===== config.mk =====
export PLATFORM = sky130hd
export DESIGN_NAME = uart_prog_loader
export DESIGN_NICKNAME = d
export VERILOG_FILES = /design/src/rtl/tern_loader_pkg.sv /design/src/rtl/uart_rx_byte.sv /design/src/rtl/uart_prog_loader.sv
export SDC_FILE = /design/constraint.sdc
export NUM_CORES = 1
export LEC_CHECK = 0
export ABC_AREA = 1
export BUFFER_PORTS_ARGS = -buffer_cell sky130_fd_sc_hd__buf_2
export CAP_MARGIN = 25
export CORE_ASPECT_RATIO = 0.7
export CORE_MARGIN = 8
export CORE_UTILIZATION = 35
export CTS_CLUSTER_SIZE = 14
export DETAILED_ROUTE_END_ITERATION = 10
export PLACE_DENSITY = 0.6
export SLEW_MARGIN = 15
export SYNTH_ARGS = -nofsm -noshare
export SYNTH_HDL_FRONTEND = slang
export SYNTH_HIERARCHICAL = 1
export SYNTH_SLANG_ARGS = --single-unit
export TNS_END_PERCENT = 5

===== constraint.sdc =====
create_clock -name clk_in -period 2.2 [get_ports clk_in]
set_clock_uncertainty 0.05 [all_clocks]
set_input_delay 0.44 -clock clk_in [delete_from_list [all_inputs] [get_ports clk_in]]
set_output_delay 0.44 -clock clk_in [all_outputs]
set_load 0.01 [all_outputs]

===== src/rtl/tern_loader_pkg.sv =====
// Shared definitions for the host-to-board program loader: RX/packet state
// encodings, default sync marker, bit-timing and checksum helpers.
package tern_loader_pkg;

    localparam logic [7:0] SYNC_BYTE_DEF = 8'hA5;

    typedef enum logic [2:0] {
        R_IDLE  = 3'd0,
        R_START = 3'd1,
        R_DATA  = 3'd2,
        R_STOP  = 3'd3,
        R_BREAK = 3'd4
    } rx_state_e;

    typedef enum logic [1:0] {
        P_SYNC  = 2'd0,
        P_LEN   = 2'd1,
        P_DATA  = 2'd2,
        P_CKSUM = 2'd3
    } pkt_state_e;

    function automatic int clks_per_bit(input int clk_hz, input int baud);
        return clk_hz / baud;
    endfunction

    function automatic logic [7:0] sum8_add(input logic [7:0] acc, input logic [7:0] b);
        return acc + b;
    endfunction

endpackage


===== src/rtl/uart_rx_byte.sv =====
// 8N1 UART byte receiver: 2-FF synchronizer, mid-bit sampling, glitch reject on
// the start bit and break hold after a framing error.
module uart_rx_byte
    import tern_loader_pkg::*;
#(
    parameter int CLKS_PER_BIT = 1250
) (
    input  logic       clk_in,
    input  logic       rst_n,
    input  logic       rx_i,
    output logic [7:0] byte_o,
    output logic       byte_valid_o,
    output logic       frame_err_o
);

    localparam int CNT_W = $clog2(CLKS_PER_BIT + 1);
    localparam logic [CNT_W-1:0] BIT_LAST  = CNT_W'(CLKS_PER_BIT - 1);
    localparam logic [CNT_W-1:0] HALF_LAST = CNT_W'(CLKS_PER_BIT / 2 - 1);

    logic             rx_meta_q, rx_sync_q;
    rx_state_e        state_q, state_d;
    logic [CNT_W-1:0] cnt_q, cnt_d;
    logic [2:0]       bit_idx_q, bit_idx_d;
    logic [7:0]       shift_q, shift_d;
    logic             byte_valid_q, byte_valid_d;
    logic             frame_err_q, frame_err_d;

    // Two-stage synchronizer, idles high
    always_ff @(posedge clk_in or negedge rst_n) begin
        if (!rst_n) begin
            rx_meta_q <= 1'b1;
            rx_sync_q <= 1'b1;
        end else begin
            rx_meta_q <= rx_i;
            rx_sync_q <= rx_meta_q;
        end
    end

    // Receiver state and datapath registers
    always_ff @(posedge clk_in or negedge rst_n) begin
        if (!rst_n) begin
            state_q      <= R_IDLE;
            cnt_q        <= '0;
            bit_idx_q    <= 3'd0;
            shift_q      <= 8'd0;
            byte_valid_q <= 1'b0;
            frame_err_q  <= 1'b0;
        end else begin
            state_q      <= state_d;
            cnt_q        <= cnt_d;
            bit_idx_q    <= bit_idx_d;
            shift_q      <= shift_d;
            byte_valid_q <= byte_valid_d;
            frame_err_q  <= frame_err_d;
        end
    end

    // Next-state: start-bit qualification, data shift, stop-bit check
    always_comb begin
        state_d      = state_q;
        cnt_d        = cnt_q + CNT_W'(1);
        bit_idx_d    = bit_idx_q;
        shift_d      = shift_q;
        byte_valid_d = 1'b0;
        frame_err_d  = 1'b0;
        case (state_q)
            R_IDLE: begin
                cnt_d = '0;
                if (!rx_sync_q) state_d = R_START;
                else            state_d = R_IDLE;
            end
            R_START: begin
                if (cnt_q == HALF_LAST) begin
                    cnt_d     = '0;
                    bit_idx_d = 3'd0;
                    if (!rx_sync_q) state_d = R_DATA;
                    else            state_d = R_IDLE;
                end else begin
                    state_d = R_START;
                end
            end
            R_DATA: begin
                if (cnt_q == BIT_LAST) begin
                    cnt_d     = '0;
                    shift_d   = {rx_sync_q, shift_q[7:1]};
                    bit_idx_d = bit_idx_q + 3'd1;
                    if (bit_idx_q == 3'd7) state_d = R_STOP;
                    else                   state_d = R_DATA;
                end else begin
                    state_d = R_DATA;
                end
            end
            R_STOP: begin
                if (cnt_q == BIT_LAST) begin
                    cnt_d = '0;
                    if (rx_sync_q) begin
                        byte_valid_d = 1'b1;
                        state_d      = R_IDLE;
                    end else begin
                        frame_err_d = 1'b1;
                        state_d     = R_BREAK;
                    end
                end else begin
                    state_d = R_STOP;
                end
            end
            R_BREAK: begin
                cnt_d = '0;
                if (rx_sync_q) state_d = R_IDLE;
                else           state_d = R_BREAK;
            end
            default: begin
                cnt_d   = '0;
                state_d = R_IDLE;
            end
        endcase
    end

    assign byte_o       = shift_q;
    assign byte_valid_o = byte_valid_q;
    assign frame_err_o  = frame_err_q;

endmodule


===== src/rtl/uart_prog_loader.sv =====
// UART program loader: decodes SYNC/LEN/DATA[/CKSUM] packets into program-memory
// writes. Checksum byte and its check are present only when LOADER_CKSUM_EN is defined.
module uart_prog_loader
    import tern_loader_pkg::*;
#(
    parameter int         CLK_HZ       = 12000000,
    parameter int         BAUD         = 9600,
    parameter int         ADDR_W       = 8,
    parameter logic [7:0] SYNC_BYTE    = SYNC_BYTE_DEF,
    parameter int         TIMEOUT_BITS = 40
) (
    input  logic              clk_in,
    input  logic              rst_n,
    input  logic              uart_rx,
    output logic              prog_we,
    output logic [ADDR_W-1:0] prog_addr,
    output logic [7:0]        prog_data,
    output logic              loading,
    output logic              load_done,
    output logic              load_err
);

    localparam int CPB     = clks_per_bit(CLK_HZ, BAUD);
    localparam int MAX_LEN = (ADDR_W >= 8) ? 256 : (1 << ADDR_W);
    localparam int TMO_CYC = TIMEOUT_BITS * CPB;
    localparam int TMO_W   = $clog2(TMO_CYC + 1);

    logic [7:0] rx_byte_s;
    logic       byte_valid_s, frame_err_s;
    logic [8:0] len_raw_s, len_cap_s;

    pkt_state_e        state_q, state_d;
    logic [8:0]        cnt_q, cnt_d;
    logic [8:0]        len_q, len_d;
    logic [TMO_W-1:0]  tmo_q, tmo_d;
    logic              prog_we_q, prog_we_d;
    logic [ADDR_W-1:0] prog_addr_q, prog_addr_d;
    logic [7:0]        prog_data_q, prog_data_d;
    logic              loading_q, loading_d;
    logic              done_q, done_d;
    logic              err_q, err_d;
`ifdef LOADER_CKSUM_EN
    logic [7:0]        sum_q, sum_d;
`endif

    uart_rx_byte #(.CLKS_PER_BIT(CPB)) u_rx (
        .clk_in      (clk_in),
        .rst_n       (rst_n),
        .rx_i        (uart_rx),
        .byte_o      (rx_byte_s),
        .byte_valid_o(byte_valid_s),
        .frame_err_o (frame_err_s)
    );

    // LEN of zero means a full 256-byte image, capped to the address space
    assign len_raw_s = (rx_byte_s == 8'd0) ? 9'd256 : {1'b0, rx_byte_s};
    assign len_cap_s = (len_raw_s > 9'(MAX_LEN)) ? 9'(MAX_LEN) : len_raw_s;

    // Packet state and registered outputs
    always_ff @(posedge clk_in or negedge rst_n) begin
        if (!rst_n) begin
            state_q     <= P_SYNC;
            cnt_q       <= 9'd0;
            len_q       <= 9'd0;
            tmo_q       <= '0;
            prog_we_q   <= 1'b0;
            prog_addr_q <= '0;
            prog_data_q <= 8'd0;
            loading_q   <= 1'b0;
            done_q      <= 1'b0;
            err_q       <= 1'b0;
`ifdef LOADER_CKSUM_EN
            sum_q       <= 8'd0;
`endif
        end else begin
            state_q     <= state_d;
            cnt_q       <= cnt_d;
            len_q       <= len_d;
            tmo_q       <= tmo_d;
            prog_we_q   <= prog_we_d;
            prog_addr_q <= prog_addr_d;
            prog_data_q <= prog_data_d;
            loading_q   <= loading_d;
            done_q      <= done_d;
            err_q       <= err_d;
`ifdef LOADER_CKSUM_EN
            sum_q       <= sum_d;
`endif
        end
    end

    // Packet decoding; a received byte takes priority over a same-cycle timeout
    always_comb begin
        state_d     = state_q;
        cnt_d       = cnt_q;
        len_d       = len_q;
        prog_we_d   = 1'b0;
        prog_addr_d = prog_addr_q;
        prog_data_d = prog_data_q;
        loading_d   = loading_q;
        done_d      = 1'b0;
        err_d       = err_q;
        tmo_d       = (state_q == P_SYNC) ? '0 : tmo_q + TMO_W'(1);
`ifdef LOADER_CKSUM_EN
        sum_d       = sum_q;
`endif
        if (state_q == P_SYNC) begin
            if (byte_valid_s && (rx_byte_s == SYNC_BYTE)) begin
                state_d   = P_LEN;
                loading_d = 1'b1;
                err_d     = 1'b0;
                cnt_d     = 9'd0;
`ifdef LOADER_CKSUM_EN
                sum_d     = 8'd0;
`endif
            end else begin
                state_d = P_SYNC;
            end
        end else if (byte_valid_s) begin
            tmo_d = '0;
            case (state_q)
                P_LEN: begin
                    len_d   = len_cap_s;
                    state_d = P_DATA;
                end
                P_DATA: begin
                    prog_we_d   = 1'b1;
                    prog_addr_d = ADDR_W'(cnt_q);
                    prog_data_d = rx_byte_s;
                    cnt_d       = cnt_q + 9'd1;
`ifdef LOADER_CKSUM_EN
                    sum_d       = sum8_add(sum_q, rx_byte_s);
                    if (cnt_q == len_q - 9'd1) state_d = P_CKSUM;
                    else                       state_d = P_DATA;
`else
                    if (cnt_q == len_q - 9'd1) begin
                        done_d    = 1'b1;
                        loading_d = 1'b0;
                        state_d   = P_SYNC;
                    end else begin
                        state_d = P_DATA;
                    end
`endif
                end
                P_CKSUM: begin
`ifdef LOADER_CKSUM_EN
                    if (rx_byte_s == sum_q) begin
                        done_d = 1'b1;
                    end else begin
                        err_d = 1'b1;
                    end
`else
                    err_d = 1'b1;
`endif
                    loading_d = 1'b0;
                    state_d   = P_SYNC;
                end
                default: begin
                    loading_d = 1'b0;
                    state_d   = P_SYNC;
                end
            endcase
        end else if (frame_err_s || (tmo_q == TMO_W'(TMO_CYC - 1))) begin
            err_d     = 1'b1;
            loading_d = 1'b0;
            state_d   = P_SYNC;
        end else begin
            state_d = state_q;
        end
    end

    assign prog_we   = prog_we_q;
    assign prog_addr = prog_addr_q;
    assign prog_data = prog_data_q;
    assign loading   = loading_q;
    assign load_done = done_q;
    assign load_err  = err_q;

endmodule


# After elaboration in Yosys (flattened, before gate mapping)
# Cells that the tools add are included.
dict set report totals {
  reg_bits 85
  in_bits 3
  out_inout_bits 20
  word_cells 114
}
dict set report classes {
  addsub 5
  magnitude_cmp 1
  n_eq_ne 19
  n_mux 53
  bitwise 1
  n_reduce_logical 17
}
# op n
set ops {}
lappend ops {{9-bit 2-to-1 mux} 6}
lappend ops {{16-bit 2-to-1 mux} 3}
lappend ops {{1-bit 2-to-1 mux} 27}
lappend ops {{11-bit 2-to-1 mux} 2}
lappend ops {{11-bit one-hot mux with 2 select lines} 1}
lappend ops {{16-bit by 1-bit adder with 16-bit output, second input constant} 1}
lappend ops {{16-bit == test, second input constant} 1}
lappend ops {{3-bit one-hot mux with 5 select lines} 1}
lappend ops {{3-bit AND reduction} 5}
lappend ops {{2-bit 2-to-1 mux} 6}
lappend ops {{3-bit 2-to-1 mux} 4}
lappend ops {{11-bit by 1-bit adder with 11-bit output, second input constant} 1}
lappend ops {{11-bit by 10-bit == test with 1-bit output, second input constant} 1}
lappend ops {{11-bit == test, second input constant} 1}
lappend ops {{9-bit by 1-bit adder with 9-bit output, second input constant} 1}
lappend ops {{9-bit == test} 1}
lappend ops {{9-bit greater-than comparator, second input constant} 1}
lappend ops {{9-bit by 1-bit subtractor with 9-bit output, second input constant} 1}
lappend ops {{8-bit == test, second input constant} 1}
lappend ops {{8-bit logical NOT} 1}
lappend ops {{3-bit by 2-bit == test with 1-bit output, second input constant} 2}
lappend ops {{3-bit == test, second input constant} 2}
lappend ops {{2-bit by 1-bit != test with 1-bit output, second input constant} 3}
lappend ops {{3-bit != test, second input constant} 2}
lappend ops {{18 further kinds} 21}

# Logic depth before layout (Yosys ltp)
dict set report logic_depth {
  depth_word 6
  ltp_mapped 15
  depth_no_buf 15
}

# By module
# The synthesis kept the hierarchy.
# mod n_inst cells_per_inst area_per_inst_um2 seq_area_each_um2
set modules_own_cells {}
lappend modules_own_cells {uart_prog_loader 1 360 2915.3 1401.3}
lappend modules_own_cells {uart_rx_byte 1 175 1485.2 728.2}

# Worst setup path after synthesis
# No wires, ideal clock.
dict set report synth_path {
  path_kind {register to register}
  from {register, netlist name state_q[0]}
  to {register, netlist name cnt_q[7]}
  setup_time_ns 0.092
  t_arrival_ns 1.532
  t_required_ns 2.058
  slack_ns 0.526
  path_stages_with_launch 10
  path_buffers 2
  synth_period_minus_slack_ns 1.674
  path_cell_list {dfrtp_1 -> inv_1 -> ha_1 -> buf_2 -> inv_2 -> nand3_1 -> nand2_4 -> inv_2 -> buf_6 -> o31ai_2}
}

# Final worst setup path
dict set report layout_path {
  from {register len_q[0]}
  to {register loading_q (netlist: loading)}
}
dict set report layout_between {
  elab_chain_len 4
}
# item line_no
set layout_rtl {}
lappend layout_rtl {{start: declaration} uart_prog_loader.sv:34} ;# logic [8:0] len_q, len_d;
lappend layout_rtl {{start signal: assignment} uart_prog_loader.sv:78} ;# len_q <= len_d;
lappend layout_rtl {{9-bit by 1-bit subtractor with 9-bit output} uart_prog_loader.sv:136} ;# if (cnt_q == len_q - 9'd1) begin
lappend layout_rtl {{9-bit == test} uart_prog_loader.sv:136}
lappend layout_rtl {{4-bit != test (no line)} --}
lappend layout_rtl {{4-bit AND reduction (no line)} --}
lappend layout_rtl {{end signal: assignment} uart_prog_loader.sv:83} ;# loading_q <= loading_d;
lappend layout_rtl {{end: declaration} uart_prog_loader.sv:39} ;# logic loading_q, loading_d;
# Every way passes these cells.
# A chain may end at the register's enable or synchronous reset.

==> flow_metrics.tcl <==
set metrics [dict create \
    status "finished, final reports clean" \
    num_vias 3492 \
    grt_overflow_total 0 \
    htreeDepth 3 \
    worstSetupPathType "flip-flop to flip-flop" \
    ys_ff_latch 85 \
    cts_tree "done" \
    core-area_um2 12340 \
    cts_buffers 9 \
    endpoint_kind "flip-flop" \
    worstMarginPinSlew_ns 0.4947 \
    layout.cells.most_common "nand2_1" \
    synthSimpleGateAreaFrac 0.2750 \
    avgSynthCellArea_um2 8.225 \
    post-dp-hpwl_um 7081 \
    cts.clk_slew.worst_paths_ns 0.06 \
    arrival_ns 2.02 \
    grt_pass1_vias 3427 \
    cts_root_buf "clkbuf_16" \
    slew_headroom 0.6702 \
    clkSinkCount 85 \
    worstPathRequired_ns 2.38 \
    r2r_slack_ns 0.36 \
    grt_pass1_wl_um 16640 \
    grt.total_usage 0.1255 \
    multiInputGateArea_um2 1924 \
    rsz0062_at_grt "false" \
    worstSetupStartpoint "len_q[0]" \
    fin_tns_setup_ns 0 \
    clock_path_buffers 2 \
    yosys.area_share.xor_xnor 0.02985 \
    syn_nets 550 \
    vias_per_cell 4.777 \
    firstDrtPassIters 4 \
    finalSetupViolCount 0 \
    area_delta_synth_final_pct 14.07 \
    synth_compound_area_frac 0.09838 \
    wl_per_cell_um 13.09 \
    grt_max_degree 37 \
    critPathMaxStageDelay_ns 0.39 \
    synthDistinctLibCells 35 \
    hold_viol 0 \
    wl_um 9566 \
    reg2reg_depth 15 \
    worstPathCellList "inv_1 -> ha_1 -> inv_1 -> nand2_1 -> nand2_1 -> nand2_1 -> nand2_1 -> nor2_1 -> nand3_1 -> nor2_1 -> nand2_1 -> nand2_1 -> nand3_1 -> nand2_1 -> nand2_1" \
    worstPathBufferInverterCount 2 \
    rows 34 \
    antennaDiodeCount 0 \
    p_per_area_nw_per_um2 635.7 \
    drt_iter0_drc 257 \
    place_inst 715 \
    max-vdd-ir-drop_mv 0.3342 \
    maxCapViolCount 0 \
    final_nets 579 \
    reg2reg_from "len_q[0]" \
    drcViolationCount 0 \
    insertion_delay_ns 0.33 \
    critPathSlowestCell "dfrtp_1" \
    antenna_found_initial 0 \
    chipHeight_um 109.8 \
    fill_cells 1265 \
    final.period_utilization 0.8358 \
    io_pins 23 \
    cts_resized 0 \
    die_w_um 150.0 \
    timing.critical_path.mode_cell "nand2_1" \
    r2r-end "loading" \
    setup_slack_ns 0.3613 \
    synth-adder-area-share 0.03412 \
    synth_area_um2 4400 \
    leakagePower_nw 2.407 \
    layout_common_cells "nand2_1 (129), dfrtp_1 (83), inv_1 (74)" \
    cp_top_family "simple AND/OR/NAND/NOR gates" \
    portBuffers 22 \
    fin_cells 731 \
    synth_cells 535 \
    slew_violations 0 \
    dieArea_um2 16470 \
    dp_slack_ns 0.3996 \
    post-cts-setup-buffer-count 0 \
    layout-drive-gt1-share 0.1353 \
    final_antenna_net_count 0 \
    min_path_type "input pin to asynchronous set/reset pin" \
    synth_top_family_by_area "simple AND/OR/NAND/NOR gates" \
    synth_mux_area_frac 0 \
    fin_crit_ns 1.839 \
    yosysWarningCount 6 \
    start_util 0.3567 \
    maxClockFrequency_mhz 543.9 \
    hold_buffers 0 \
    start_kind "flip-flop" \
    ys_seq_area_frac 0.4839 \
    seqCellArea_um2 2130 \
    gp_congestion 0.8678 \
    critPathMaxFanout 5 \
]
[sequential cells by signal, indices dropped and copies added, names as in the netlist]
name / cells
prog_data: 8
cnt_q: 9
len_q: 9
u_rx/rx_sync_q: 1
state_q: 2
tmo_q: 16
u_rx/byte_valid_o: 1
u_rx/bit_idx_q: 3
u_rx/state_q: 3
u_rx/rx_meta_q: 1
loading: 1
u_rx/byte_o: 8
prog_addr: 8
load_err: 1
load_done: 1
u_rx/frame_err_o: 1
u_rx/cnt_q: 11
prog_we: 1
[layer usage]
| metal | vias up | wire length (um) | GRT usage |
|---|---|---|---|
| li1 | 1782 | - | - |
| met1 | 1622 | 5110 | 0.1778 |
| met2 | 77 | 3877 | 0.1843 |
| met3 | 11 | 460 | 0.03043 |
| met4 | 0 | 118 | 0.04193 |
| met5 | - | 0 | 0 |
[worst max-delay path by stage]
stage                     slack, ns  cells after the start  endpoint
after floorplan                0.53                      9  cnt_q[7]
after global routing           0.16                     11  load_err
after CTS                      0.39                     15   loading
final                          0.36                     15   loading
after detailed placement       0.40                     15   loading
after global placement         0.43                     11  load_err
[cell usage after synthesis, drive strengths merged]
library cell / count / area [um^2]
nand3: 30 / 187.7
xor2: 12 / 105.1
nor2: 54 / 242.7
and2: 1 / 6.260
nand4: 14 / 87.58
o211ai: 1 / 7.510
a21oi: 25 / 125.1
dfstp: 2 / 52.55
nand2: 137 / 544.3
ha: 12 / 150.1
nand3b: 1 / 7.510
and3: 1 / 6.260
o31ai: 5 / 62.56
o21a: 1 / 7.510
buf: 4 / 32.53
o21ai: 43 / 215.2
nor3: 19 / 115.1
o21bai: 1 / 7.510
a21boi: 1 / 7.510
dfrtp: 83 / 2077
nor4: 2 / 12.51
xnor2: 3 / 26.28
inv: 77 / 289.0
clkbuf: 6 / 25.02
[worst register-to-register path, cell delays in order (launching register included)]
cell and delay (ns):
dfrtp_1 0.39, inv_1 0.14, ha_1 0.25, inv_1 0.06, nand2_1 0.08, nand2_1 0.05, nand2_1 0.05, nand2_1 0.05
nor2_1 0.09, nand3_1 0.08, nor2_1 0.09, nand2_1 0.09, nand2_1 0.09, nand3_1 0.07, nand2_1 0.06, nand2_1 0.04
[logic make-up (layout without fill, tap and decap cells)]
kind of cell / count (synthesis) / in the layout
compound gates: 77 / 77
simple gates: 259 / 259
fa+ha+maj: 12 / 12
xor+xnor: 15 / 15
buf+inv: 87 / 121
flops: 85 / 85
[final cells by class]
type,count,share of cell area
inverters,77,0.05758
well taps,162,0.04038
flip-flops and latches,85,0.4242
repair buffers,28,0.03390
clock inverters,2,0.01196
multi-input cells,363,0.3834
clock buffers,14,0.04860
[through the flow]
stage / hold slack, ns / util / total power, mW / instance area (um^2)
floorplan: 0.09441 / - / 1.598 / 4400
global placement: 0.2981 / 0.3823 / 1.639 / 4716
detailed placement: 0.3014 / 0.3823 / 1.640 / 4716
CTS: 0.02316 / 0.4069 / 3.238 / 5020
global route: 0.04541 / 0.4069 / 3.301 / 5020
finish: 0.01221 / 0.4069 / 3.191 / 5020
[power by group]
part           total (mW)  internal [mW]  switching, mW  leakage [nW]
registers            1.57           1.57        0.00115          1.17
clock network        1.58          0.998          0.585         0.145
logic              0.0401        0.00690         0.0333          1.10
total                3.19           2.57          0.620          2.41
No activity file was read; power rests on OpenSTA's default activity.
